[src/rtl/cla_pipe_addsub.sv]
// Pipelined carry-look-ahead adder/subtractor.
// The operand word is split into NUM_BLOCKS = DATA_WIDTH/BLOCK_WIDTH blocks. Stage k resolves
// block k with in-block look-ahead and registers the block carry for stage k+1. Upper operand
// blocks travel alongside; finished lower result blocks are carried forward. The whole pipe
// advances together whenever the output register is free or being drained.
// Optional feature: define CLA_PIPE_SAT_EN to saturate o_data on signed overflow.
module cla_pipe_addsub #(
  parameter int unsigned DATA_WIDTH  = 32,
  parameter int unsigned BLOCK_WIDTH = 8
) (
  input  logic                  i_clk,
  input  logic                  i_rst_n,
  input  logic                  i_valid,
  output logic                  o_ready,
  input  logic [DATA_WIDTH-1:0] i_data_one,
  input  logic [DATA_WIDTH-1:0] i_data_two,
  input  logic                  i_sub,
  input  logic                  i_carry,
  output logic                  o_valid,
  input  logic                  i_ready,
  output logic [DATA_WIDTH-1:0] o_data,
  output logic                  o_carry,
  output logic                  o_overflow
);

  localparam int unsigned NUM_BLOCKS = DATA_WIDTH / BLOCK_WIDTH;

  // Per-stage registers; stage NUM_BLOCKS-1 is the output register.
  logic [NUM_BLOCKS-1:0] vld_q, vld_d;
  logic [NUM_BLOCKS-1:0] cy_q, cy_d;
  logic [DATA_WIDTH-1:0] a_q [NUM_BLOCKS];
  logic [DATA_WIDTH-1:0] b_q [NUM_BLOCKS];
  logic [DATA_WIDTH-1:0] r_q [NUM_BLOCKS];
  logic [DATA_WIDTH-1:0] a_d [NUM_BLOCKS];
  logic [DATA_WIDTH-1:0] b_d [NUM_BLOCKS];
  logic [DATA_WIDTH-1:0] r_d [NUM_BLOCKS];
  logic                  ov_q, ov_d;

  // Stage inputs: stage 0 sees the port operands, later stages see the previous register.
  logic [NUM_BLOCKS-1:0] vld_src, cy_src;
  logic [DATA_WIDTH-1:0] a_src [NUM_BLOCKS];
  logic [DATA_WIDTH-1:0] b_src [NUM_BLOCKS];
  logic [DATA_WIDTH-1:0] r_src [NUM_BLOCKS];

  logic en;

  // Global advance: the pipe moves whenever the output slot is empty or being taken.
  assign en      = i_ready | ~o_valid;
  assign o_ready = en;

  assign o_valid    = vld_q[NUM_BLOCKS-1];
  assign o_data     = r_q[NUM_BLOCKS-1];
  assign o_carry    = cy_q[NUM_BLOCKS-1];
  assign o_overflow = ov_q;

  // Operand words in the final register are not needed downstream.
  logic unused_last_ops;
  assign unused_last_ops = ^{a_q[NUM_BLOCKS-1], b_q[NUM_BLOCKS-1]};

  // Route stage inputs; subtraction is folded in as A + ~B + ~borrow.
  always_comb begin
    vld_src[0] = i_valid;
    cy_src[0]  = i_sub ^ i_carry;
    a_src[0]   = i_data_one;
    b_src[0]   = i_sub ? ~i_data_two : i_data_two;
    r_src[0]   = '0;
    for (int k = 1; k < int'(NUM_BLOCKS); k++) begin
      vld_src[k] = vld_q[k-1];
      cy_src[k]  = cy_q[k-1];
      a_src[k]   = a_q[k-1];
      b_src[k]   = b_q[k-1];
      r_src[k]   = r_q[k-1];
    end
  end

  // Resolve block k in stage k with flattened generate/propagate look-ahead.
  always_comb begin
    logic [BLOCK_WIDTH-1:0] blk_a, blk_b, gen, prop;
    logic [BLOCK_WIDTH:0]   cy;
    logic [DATA_WIDTH-1:0]  res;
    logic                   pp;
    vld_d = '0;
    cy_d  = '0;
    ov_d  = 1'b0;
    blk_a = '0;
    blk_b = '0;
    gen   = '0;
    prop  = '0;
    cy    = '0;
    res   = '0;
    pp    = 1'b0;
    for (int k = 0; k < int'(NUM_BLOCKS); k++) begin
      blk_a = a_src[k][k*BLOCK_WIDTH +: BLOCK_WIDTH];
      blk_b = b_src[k][k*BLOCK_WIDTH +: BLOCK_WIDTH];
      gen   = blk_a & blk_b;
      prop  = blk_a ^ blk_b;
      cy[0] = cy_src[k];
      // c[i+1] = g[i] | p[i]g[i-1] | ... | p[i]..p[0]cin, each term independent of ripple.
      for (int i = 0; i < int'(BLOCK_WIDTH); i++) begin
        cy[i+1] = gen[i];
        pp      = prop[i];
        for (int j = i - 1; j >= 0; j--) begin
          cy[i+1] = cy[i+1] | (pp & gen[j]);
          pp      = pp & prop[j];
        end
        cy[i+1] = cy[i+1] | (pp & cy_src[k]);
      end
      res = r_src[k];
      res[k*BLOCK_WIDTH +: BLOCK_WIDTH] = prop ^ cy[BLOCK_WIDTH-1:0];
      vld_d[k] = vld_src[k];
      cy_d[k]  = cy[BLOCK_WIDTH];
      a_d[k]   = a_src[k];
      b_d[k]   = b_src[k];
      if (k == int'(NUM_BLOCKS) - 1) begin
        ov_d = cy[BLOCK_WIDTH] ^ cy[BLOCK_WIDTH-1];
`ifdef CLA_PIPE_SAT_EN
        // Overflow sign follows operand A's sign (both effective operands share it).
        if (ov_d) begin
          res = {a_src[k][DATA_WIDTH-1], {(DATA_WIDTH-1){~a_src[k][DATA_WIDTH-1]}}};
        end
`endif
      end
      r_d[k] = res;
    end
  end

  // Pipeline registers: cleared on reset, frozen as a whole while en is low.
  always_ff @(posedge i_clk or negedge i_rst_n) begin
    if (!i_rst_n) begin
      vld_q <= '0;
      cy_q  <= '0;
      ov_q  <= 1'b0;
      for (int k = 0; k < int'(NUM_BLOCKS); k++) begin
        a_q[k] <= '0;
        b_q[k] <= '0;
        r_q[k] <= '0;
      end
    end else if (en) begin
      vld_q <= vld_d;
      cy_q  <= cy_d;
      ov_q  <= ov_d;
      for (int k = 0; k < int'(NUM_BLOCKS); k++) begin
        a_q[k] <= a_d[k];
        b_q[k] <= b_d[k];
        r_q[k] <= r_d[k];
      end
    end
  end

endmodule

[config.mk]
export PLATFORM = sky130hd
export DESIGN_NAME = cla_pipe_addsub
export DESIGN_NICKNAME = d
export VERILOG_FILES = /design/src/rtl/cla_pipe_addsub.sv
export SDC_FILE = /design/constraint.sdc
export NUM_CORES = 1
export LEC_CHECK = 0
export CAP_MARGIN = 10
export CORE_ASPECT_RATIO = 1.5
export CORE_UTILIZATION = 50
export CTS_BUF_LIST = sky130_fd_sc_hd__clkbuf_4 sky130_fd_sc_hd__clkbuf_8 sky130_fd_sc_hd__clkbuf_16
export CTS_CLUSTER_SIZE = 25
export DETAILED_ROUTE_END_ITERATION = 8
export HOLD_SLACK_MARGIN = 0.1
export PLACE_DENSITY_LB_ADDON = 0.2
export RECOVER_POWER = 25
export SLEW_MARGIN = 20
export SYNTH_ARGS = -nofsm -noshare
export SYNTH_HDL_FRONTEND = slang
export SYNTH_SLANG_ARGS = --single-unit
[constraint.sdc]
create_clock -name i_clk -period 1.97 [get_ports i_clk]
set_clock_uncertainty 0.15 [all_clocks]
set_input_delay 0.197 -clock i_clk [delete_from_list [all_inputs] [get_ports i_clk]]
set_output_delay 0.197 -clock i_clk [all_outputs]
set_load 0.005 [all_outputs]
==> impl_metrics.tcl <==
set metrics [dict create \
    drt_iter0_markers 277 \
    yosysSeqAreaShare_pct 55.3 \
    io_pins 106 \
    final_nets 1156 \
    insertion_delay_ps 430 \
    drive_gt1_share_pct 10.8 \
    fin_hold_ws_ps 144 \
    place_hpwl_um 11400 \
    synth_cell_types 41 \
    ys_ff_latch 185 \
    max_slew_margin_pct 15.6 \
    p_leak_nw 5.22 \
    pre_cts_slack_ps -493 \
    num_rows 57 \
    hp-class "primary input to flop" \
    drc 0 \
    die_y_um 160 \
    wl_per_cell_um 13.4 \
    ant_nets 0 \
    grt_first_pass_wirelength_um 29400 \
    cts_max_path_buffers 2 \
    startpoint_type "primary input" \
    cts_htree_levels 4 \
    grt_max_degree 92 \
    dr.pass1.iters 4 \
    drt-vias-per-instance 4.95 \
    syn_inst 917 \
    end_kind "flop" \
    die-area_sq_mm 0.0173 \
    cts_tree "built" \
    tightestPinTransition_ps 1270 \
    ir_worst_vdd_v 0.000788 \
    cts_sinks 185 \
    status "complete, no violations" \
    die_w_um 108 \
    crit_type "primary input to flop" \
    dr_total_vias 6271 \
    cts_root_buffer "clkbuf_16" \
    fmax_ghz 0.518 \
    layout_setup_ws_ps 40.1 \
    timing.final.max_slew_violations 0 \
    syn_nets 1025 \
    place_congestion 0.785 \
    grt_antenna_before_repair 0 \
    areaGrowthSynthToFinish_pct 28.6 \
    arrival_ps 2100 \
    power_density_mw_per_mm2 1570 \
    io_buffers 105 \
    antenna_cells 0 \
    required_ps 2140 \
    synth_edf_count 0 \
    synthFlopType "dfrtp_1" \
    final_common_cell "nand2_1" \
    period_needed_ps 1930 \
    routed_wl_um 17000 \
    layout_common_cells "422 x nand2_1, 185 x dfrtp_1, 100 x clkdlybuf4s50_1, 44 x buf_4, 42 x o21ai_1" \
    coreArea_sq_mm 0.0163 \
    final_hold_viol_count 0 \
    async_reset_ff_share_pct 100 \
    synth-warning-count 0 \
    track_usage_pct 21.5 \
    clk_pin_slew_worst_paths_ps 70 \
    crit_fanout 2 \
    finalSetupViolCount 0 \
    cap_viol_max_count 0 \
    period_share_pct 98.0 \
    avgSynthCellArea_sq_um 9.12 \
    netlist_area_sq_mm 0.00837 \
    grt-ovfl-total 0 \
    rsz0062_at_grt "true" \
    grt_pass1_vias 6307 \
    numCtsBuffers 17 \
    initial_core_util_pct 51.4 \
]
==> synthesized netlist by cell type (all sizes together) (8+ instances only) <==
cell type	number	area [sq um]
inv	10	37.5
nor2	27	101
a21o	8	60.1
buf	13	68.8
xnor2	35	307
clkbuf	32	120
o21ai	49	245
a21oi	28	140
dfrtp	185	4630
nand2	422	1580
ha	34	425
xor2	21	203
==> worst max-delay path, stage by stage <==
cell and delay, ps:
clkdlybuf4s50_1 500, xor2_2 170, ha_2 320, a311oi_4 290, o31ai_2 120, a2111o_1 370, o221a_2 120
==> through the flow <==
| step | setup TNS (ps) | power (W) | instance area [sq um] | cells | utilization [%] |
|---|---|---|---|---|---|
| final | 0 | 0.0169 | 10800 | 1267 | 66.1 |
| after global routing | -20.2 | 0.0183 | 10800 | 1267 | 66.1 |
| after CTS | 0 | 0.0168 | 10600 | 1264 | 65.4 |
| after detailed placement | -1880 | 0.0130 | 9930 | 1229 | 61.1 |
| after global placement | -1580 | 0.0127 | 9930 | 1229 | 61.1 |
| after floorplan | -348 | 0.0105 | 8390 | 917 | - |
==> state kept, by name, indices dropped and copies added, names as in the netlist <==
signal	flops
b_d	48
r_d	48
vld_q	4
o_data	32
a_d	48
cy_q	4
o_overflow	1
==> repair_timing <==
action	in CTS	in global routing
endpoints found under the hold margin	185	0
pin swaps	8	22
setup buffers	2	3
gates resized for setup	9	20
cloned	0	0
setup endpoints to repair	11	10
hold buffers	1	0
==> layer usage <==
metal  wire, um  GRT usage, %
met1       7410          26.4
met2       8870          37.8
met3        426          3.90
met4        315          6.72
met5          0             0
==> cells by family (layout without fill, tap and decap cells) <==
family | Yosys count | in the layout | synth area share [%]
AND/OR/NAND/NOR | 471 | 471 | 21.8
buffers and inverters | 55 | 199 | 2.71
AO/OA/AOI/OAI | 111 | 111 | 7.93
flip-flops | 185 | 185 | 55.3
adder cells (fa/ha/maj) | 38 | 38 | 6.04
multiplexers | 1 | 1 | 0.120
XOR/XNOR | 56 | 56 | 6.09
==> area by class of cell <==
class	instances	area, sq um
Sequential cell	185	4630
Timing Repair Buffer	157	1520
Clock inverter	12	163
Multi-Input combinational cell	677	3690
Tap cell	206	258
Fill cell	1343	5510
Clock buffer	20	460
Inverter	10	40.0
==> final timing paths <==
path / startpoint / to / slack (ps) / depth (start not counted)
worst min register to register: o_data[17]$_DFFE_PN0P_ / o_data[17]$_DFFE_PN0P_ / 310 / 2
worst max register to register: a_d[25]$_DFFE_PN0P_ / o_data[29]$_DFFE_PN0P_ / 50 / 6
max in group asynchronous: i_rst_n / o_data[21]$_DFFE_PN0P_ / 300 / 3
worst min-delay path: i_data_one[21] / a_d[85]$_DFFE_PN0P_ / 140 / 3
worst max-delay path: i_data_two[0] / r_d[70]$_DFFE_PN0P_ / 40 / 7
min in group asynchronous: i_rst_n / o_data[2]$_DFFE_PN0P_ / 420 / 2
==> where the power goes <==
part / switching, W / internal [W]
logic: 0.00350 / 0.00336
clock network: 0.00146 / 0.00209
registers: 0.00100 / 0.00551
total: 0.00597 / 0.0110
Power figures use the tool's default switching activity.
